<file path="config.mk">
export PLATFORM = sky130hd
export DESIGN_NAME = reg_file_ctrl
export DESIGN_NICKNAME = d
export VERILOG_FILES = /design/src/rtl/reg_file_ctrl.sv
export SDC_FILE = /design/constraint.sdc
export NUM_CORES = 1
export LEC_CHECK = 0
export ABC_AREA = 1
export ABC_CLOCK_PERIOD_IN_PS = 1100
export CORE_ASPECT_RATIO = 0.8
export CORE_MARGIN = 3
export CORE_UTILIZATION = 38
export DETAILED_ROUTE_END_ITERATION = 8
export GPL_TIMING_DRIVEN = 0
export PLACE_DENSITY = 0.79
export SYNTH_ARGS = -nofsm -noshare
export SYNTH_HDL_FRONTEND = slang
export SYNTH_SLANG_ARGS = --single-unit
</file>
<file path="constraint.sdc">
create_clock -name clk -period 1.1 [get_ports clk]
set_clock_uncertainty 0.1 [all_clocks]
set_input_delay 0.22 -clock clk [delete_from_list [all_inputs] [get_ports clk]]
set_output_delay 0.22 -clock clk [all_outputs]
set_load 0.02 [all_outputs]
</file>
<file path="src/rtl/reg_file_ctrl.sv">
// reg_file_ctrl: two-port arbiter/sequencer in front of a single-port register
// file whose f_we=1 cycle loads the address and whose f_we=0 cycle writes fin
// into the addressed entry. Each granted transaction becomes a SEL (address
// load) cycle followed by an ACC (data) cycle. Outside a write's ACC cycle the
// file's own output is looped back onto fin so its contents are preserved.
module reg_file_ctrl #(
    parameter int ADDR_W    = 5,
    parameter int DATA_W    = 8,
    parameter int PRIO_MODE = 0
) (
    input  logic              clk,
    input  logic              rst_n,
    input  logic              req0,
    input  logic              wr0,
    input  logic [ADDR_W-1:0] addr0,
    input  logic [DATA_W-1:0] wdata0,
    output logic              gnt0,
    output logic              rvalid0,
    output logic [DATA_W-1:0] rdata0,
    input  logic              req1,
    input  logic              wr1,
    input  logic [ADDR_W-1:0] addr1,
    input  logic [DATA_W-1:0] wdata1,
    output logic              gnt1,
    output logic              rvalid1,
    output logic [DATA_W-1:0] rdata1,
    output logic              rf_we,
    output logic [ADDR_W-1:0] rf_sel,
    output logic [DATA_W-1:0] rf_fin,
    input  logic [DATA_W-1:0] rf_out,
    output logic              busy
);

    typedef enum logic [1:0] {IDLE, SEL, ACC} state_t;

    state_t              state_q, state_d;
    logic                op_wr_q, op_wr_d;     // latched op: 1 = write
    logic [DATA_W-1:0]   wdata_q, wdata_d;     // latched write data
    logic                port_q, port_d;       // port owning the transaction
    logic                prio_q, prio_d;       // round-robin: port favoured on a tie
    logic                rf_we_q, rf_we_d;
    logic [ADDR_W-1:0]   rf_sel_q, rf_sel_d;   // doubles as the latched address
    logic                busy_q, busy_d;
    logic                rvalid0_q, rvalid0_d;
    logic                rvalid1_q, rvalid1_d;
    logic [DATA_W-1:0]   rdata0_q, rdata0_d;
    logic [DATA_W-1:0]   rdata1_q, rdata1_d;
    logic                win;                  // arbitration winner (0/1)

    // Arbitration: tie broken by mode; a lone requester always wins
    always_comb begin
        win = 1'b0;
        if (req0 && req1) begin
            win = (PRIO_MODE == 1) ? 1'b0 : prio_q;
        end else if (req1) begin
            win = 1'b1;
        end
    end

    // Next-state, grant and registered-output next values
    always_comb begin
        state_d   = state_q;
        op_wr_d   = op_wr_q;
        wdata_d   = wdata_q;
        port_d    = port_q;
        prio_d    = prio_q;
        rf_we_d   = 1'b0;
        rf_sel_d  = rf_sel_q;
        busy_d    = 1'b0;
        rvalid0_d = 1'b0;
        rvalid1_d = 1'b0;
        rdata0_d  = rdata0_q;
        rdata1_d  = rdata1_q;
        gnt0      = 1'b0;
        gnt1      = 1'b0;
        case (state_q)
            IDLE: begin
                if (req0 || req1) begin
                    gnt0     = ~win;
                    gnt1     = win;
                    port_d   = win;
                    prio_d   = ~win;
                    op_wr_d  = win ? wr1 : wr0;
                    wdata_d  = win ? wdata1 : wdata0;
                    rf_sel_d = win ? addr1 : addr0;
                    rf_we_d  = 1'b1;
                    busy_d   = 1'b1;
                    state_d  = SEL;
                end
            end
            SEL: begin
                busy_d  = 1'b1;
                state_d = ACC;
            end
            ACC: begin
                // Read data is on rf_out during ACC; capture it on the closing edge
                if (!op_wr_q) begin
                    if (port_q) begin
                        rvalid1_d = 1'b1;
                        rdata1_d  = rf_out;
                    end else begin
                        rvalid0_d = 1'b1;
                        rdata0_d  = rf_out;
                    end
                end
                state_d = IDLE;
            end
            default: state_d = IDLE;
        endcase
    end

    // State and output registers; reset discards any in-flight transaction
    always_ff @(posedge clk or negedge rst_n) begin
        if (!rst_n) begin
            state_q   <= IDLE;
            op_wr_q   <= 1'b0;
            wdata_q   <= '0;
            port_q    <= 1'b0;
            prio_q    <= 1'b0;
            rf_we_q   <= 1'b0;
            rf_sel_q  <= '0;
            busy_q    <= 1'b0;
            rvalid0_q <= 1'b0;
            rvalid1_q <= 1'b0;
            rdata0_q  <= '0;
            rdata1_q  <= '0;
        end else begin
            state_q   <= state_d;
            op_wr_q   <= op_wr_d;
            wdata_q   <= wdata_d;
            port_q    <= port_d;
            prio_q    <= prio_d;
            rf_we_q   <= rf_we_d;
            rf_sel_q  <= rf_sel_d;
            busy_q    <= busy_d;
            rvalid0_q <= rvalid0_d;
            rvalid1_q <= rvalid1_d;
            rdata0_q  <= rdata0_d;
            rdata1_q  <= rdata1_d;
        end
    end

    // fin carries write data only in a write's ACC cycle; otherwise it refreshes
    assign rf_fin  = (state_q == ACC && op_wr_q) ? wdata_q : rf_out;
    assign rf_we   = rf_we_q;
    assign rf_sel  = rf_sel_q;
    assign busy    = busy_q;
    assign rvalid0 = rvalid0_q;
    assign rvalid1 = rvalid1_q;
    assign rdata0  = rdata0_q;
    assign rdata1  = rdata1_q;

endmodule

</file>
# Word level (Yosys, flattened, before mapping)
# Cells that the tools add are included.
totals:
  out_inout_bits: 35
  register_bits: 38
  elab_cells: 46
  input_bits: 40
classes:
  n_reduce_logical: 7
  n_eq_ne: 3
  bitwise_logic: 3
  n_mux: 21
op_table:
  columns: ["cell", "count"]
  rows:
  - ["$mux W8", 2]
  - ["$mux W1", 15]
  - ["$reduce_and A3 Y1", 2]
  - ["$mux W5", 1]
  - ["$pmux W2 S2", 1]
  - ["$not A1 Y1", 3]
  - ["$eq A2 B1 Y1 const B", 1]
  - ["$eq A2 B2 Y1 const B", 1]
  - ["$logic_and A1 B1 Y1", 2]
  - ["$logic_not A2 Y1", 1]
  - ["$mux W2", 1]
  - ["$ne A2 B2 Y1 const B", 1]
  - ["$pmux W1 S2", 1]
  - ["$reduce_and A2 Y1", 1]
  - ["$logic_or A1 B1 Y1", 1]

# Longest topological paths before layout
logic_depth:
  ltp_word: 5
  ltp_mapped: 7
  ltp_nobuf: 6

# Least setup slack after synthesis
# Ideal clock, no wire load.
synth_path:
  kind: "reg2out"
  from: "reg state_q[0]"
  to: "out rf_fin[0]"
  path_stages_with_launch: 5
  t_required_ns: 0.780
  setup_slack_ns: -0.378
  n_path_buf: 1
  t_arrival_ns: 1.158
  cell_sequence: "dfrtp_1 > nor2_4 > nand2_2 > buf_6 > a21oi_1"
synth_via:
  elab_chain_len: 3
synth_lines:
  columns: ["item", "line_no", "source"]
  rows:
  - ["start: declaration", "36", "state_t state_q, state_d;"]
  - ["start signal: assignment", "128", "state_q <= state_d;"]
  - ["$eq A2 B2 Y1", "144", "assign rf_fin = (state_q == ACC && op_wr_q) ? wdata_q : rf_out;"]
  - ["$logic_and A1 B1 Y1", "144", null]
  - ["$mux W8", "144", null]
  - ["end: declaration", "29", "output logic [DATA_W-1:0] rf_fin,"]
# Every way passes these cells.

# Worst setup path after layout
layout_path:
  from: "reg state_q[1]"
  to: "out rf_fin[5]"
# The elaborated chain is that of the path after synthesis.

==> flow_summary.toml <==
[outcome]
run_status = "complete, but fails checks"
violations = "negative hold slack, negative setup slack"

[sta]
min_period_ps = 1690
final-setup-viol-count = 70
slew_headroom_pct = 43.9
worst_hold_slack_ps = -72.6
final-hold-violation-count = 38
max_slew.worst_pin.slew_ps = 842
rsz0062_at_grt = "yes"
worst_slack_ps = -594
slew_violations = 0
fin_crit_sh_pct = 154
max_freq_mhz = 590
setup_tns_ps = -14970

[finish]
nets = 385
areaGrowthSynthToFinish_pct = 84.0
final_area_sq_um = 3360
drive_gt1_share_pct = 37.3
final_util_pct = 76.6
n_antenna_cell = 0

[place]
gp_congestion = 0.767
dpl-instance-area_sq_um = 2750
io_buffers = 73
dpl.hpwl_mm = 3.37

[clocking]
clock-sinks = 38
clkLatencyLatePin_ps = 290
path_clk_slew_ps = 80
cts_tree = "done"
clockBufferDepth = 2
htreeDepth = 2
cts-root-buf = "clkbuf_8"
cts_buffers = 5

[floorplanning]
die_area_sq_um = 5680
rows = 21
die_h_um = 68.0
initial_core_util_pct = 41.6
ioPinCount = 75
dieWidth_um = 83.5
fp.coreArea_sq_um = 4390

[drt]
drt_iter0_drc = 57
antenna_left = 0
firstDrtPassIters = 4
wire_per_inst_um = 12.6
drcViolationCount = 0
vias_per_cell = 4.65
wl_mm = 5.08
detailroute.via_count = 1872

[setup_path]
crit_chain = "inv_2, nor2_4, nand2_4, buf_12, nor2_4, a21oi_4, buf_6"
cp_slowest_cell = "dfrtp_1"
cp.required_ps = 780
crit_path_max_incr_delay_ps = 400
crit_path_frequent_cell = "nor2_4"
worstPathMaxFanout = 5
arrival_ps = 1370
cp-end-kind = "output pin"
cp-start-kind = "flop"
r2r_cells = 9
crit_type = "reg -> out"

[synthesis]
synth_top_area_share_pct = 52.1
synth_area_leader_cell = "dfrtp_1"
synth_area_sq_um = 1830
syn_area_per_cell_sq_um = 8.01
ys_ff_latch = 38
synthCells = 228
yosysSeqAreaShare_pct = 52.1
ys_warn_count = 0
synthDistinctLibCells = 16
synthTopCellsByArea = "dfrtp_1 (52%), nand2_1 (12%), inv_1 (8.4%)"
syn_nets = 268

[power_and_ir_drop]
p_leak_nw = 1.74
powerDensity_nw_per_um2 = 2640
p_total_mw = 8.85
peakVddDrop_mv = 1.48

[worst_hold_path]
min-delay-path-class = "in -> async"

[flow_run]
max-cap-violations = 0

[grt]
antenna_found_initial = 0
met3_usage_pct = 5.29
grt_overflow = 0
grt_use_total_pct = 19.3
met2_usage_pct = 32.7
grt_pass1_vias = 1835
met1_usage_pct = 25.0
busiest_layer = "met2"
grt_max_degree = 39
grt_pass1_wl_mm = 8.71
-- report_power, final --
part | internal, mW | switching, mW
combinational | 2.71 | 2.51
clock | 0.503 | 0.491
sequential | 2.08 | 0.561
-- state kept, by name, summed over array words and instances, names as in the netlist --
register,count
op_wr_q,1
rvalid0,1
wdata_q,8
rvalid1,1
rdata0,8
busy,1
rf_sel,5
port_q,1
prio_q,1
rf_we,1
rdata1,8
state_q,2
-- Yosys cell counts (all sizes together) --
cell / instances
nand2: 65
dfrtp: 38
nor2: 18
buf: 9
a21oi: 9
nand3: 28
inv: 44
o21ai: 17
-- worst paths after layout --
kind,start,end,slack (ps)
max,state_q[1],rf_fin[5],-590
min,rst_n,rf_sel[0],-70
max reg2reg,state_q[0],wdata_q[0],-350
min reg2reg,rf_sel[3],rf_sel[3],410
max in group asynchronous,rst_n,busy,440
min in group clk,req1,state_q[0],150
-- layout make-up --
class | count | area (sq um)
clock buffers | 6 | 82.6
flip-flops and latches | 38 | 951
inverters | 44 | 170
repair buffers | 110 | 1110
multi-input cells | 137 | 863
well taps | 57 | 71.3
plain buffers | 9 | 101
fillers | 312 | 1030
clock inverters | 2 | 12.5
-- cells by family (layout without fill, tap and decap cells) --
family / Yosys count / count (layout) / synth area share [%]
AOI/OAI and AO/OA: 26 / 26 / 7.13
and+or+nand+nor: 111 / 111 / 27.3
buffers and inverters: 53 / 171 / 13.5
DFF: 38 / 38 / 52.1
-- per-stage QoR --
stage               worst slack (ps)  instances
global route                    -684        403
detailed placement             -1040        358
floorplan                       -215        228
CTS                             -609        399
global placement               -1130        358
finish                          -594        403
-- worst max-delay path: cells and delay by family (launching register included) --
kind	cells	cell delay (ps)
buf+inv	3	380
flops	1	400
simple gates	3	200
compound gates	1	110
-- per-layer routing --
metal  wire length [um]  share of wire (%)
met2               2350                 46
met1               2230                 44
met3                432                8.5
met5                  0                  0
met4                 63                1.2
-- placed cells by master (no fill, tap or decap) --
cell / instances
a21oi_4: 8
buf_6: 49
o21ai_1: 12
nand3_2: 2
dlygate4sd2_1: 1
clkdlybuf4s50_1: 36
clkbuf_8: 6
nand2_1: 57
nor2_4: 11
buf_4: 26
buf_12: 1
nor2_8: 1
clkinvlp_4: 1
inv_2: 4
buf_8: 2
nor2_1: 6
inv_1: 38
nand2_2: 3
buf_2: 3
buf_16: 1
nand3_1: 26
nand2_4: 2
o21ai_0: 2
dfrtp_1: 38
o21ai_2: 3
a21oi_1: 1
inv_4: 2
nand2_8: 3
clkinv_2: 1
-- repair_timing --
action / CTS / global route
setup endpoints to repair: 70 / 70
cloned: 5 / 0
endpoints found under the hold margin: 38 / 10
pin swaps: 6 / 3
buffers inserted: 28 / 5
resized for setup: 260 / 6
(Power assumes the default switching activity.)
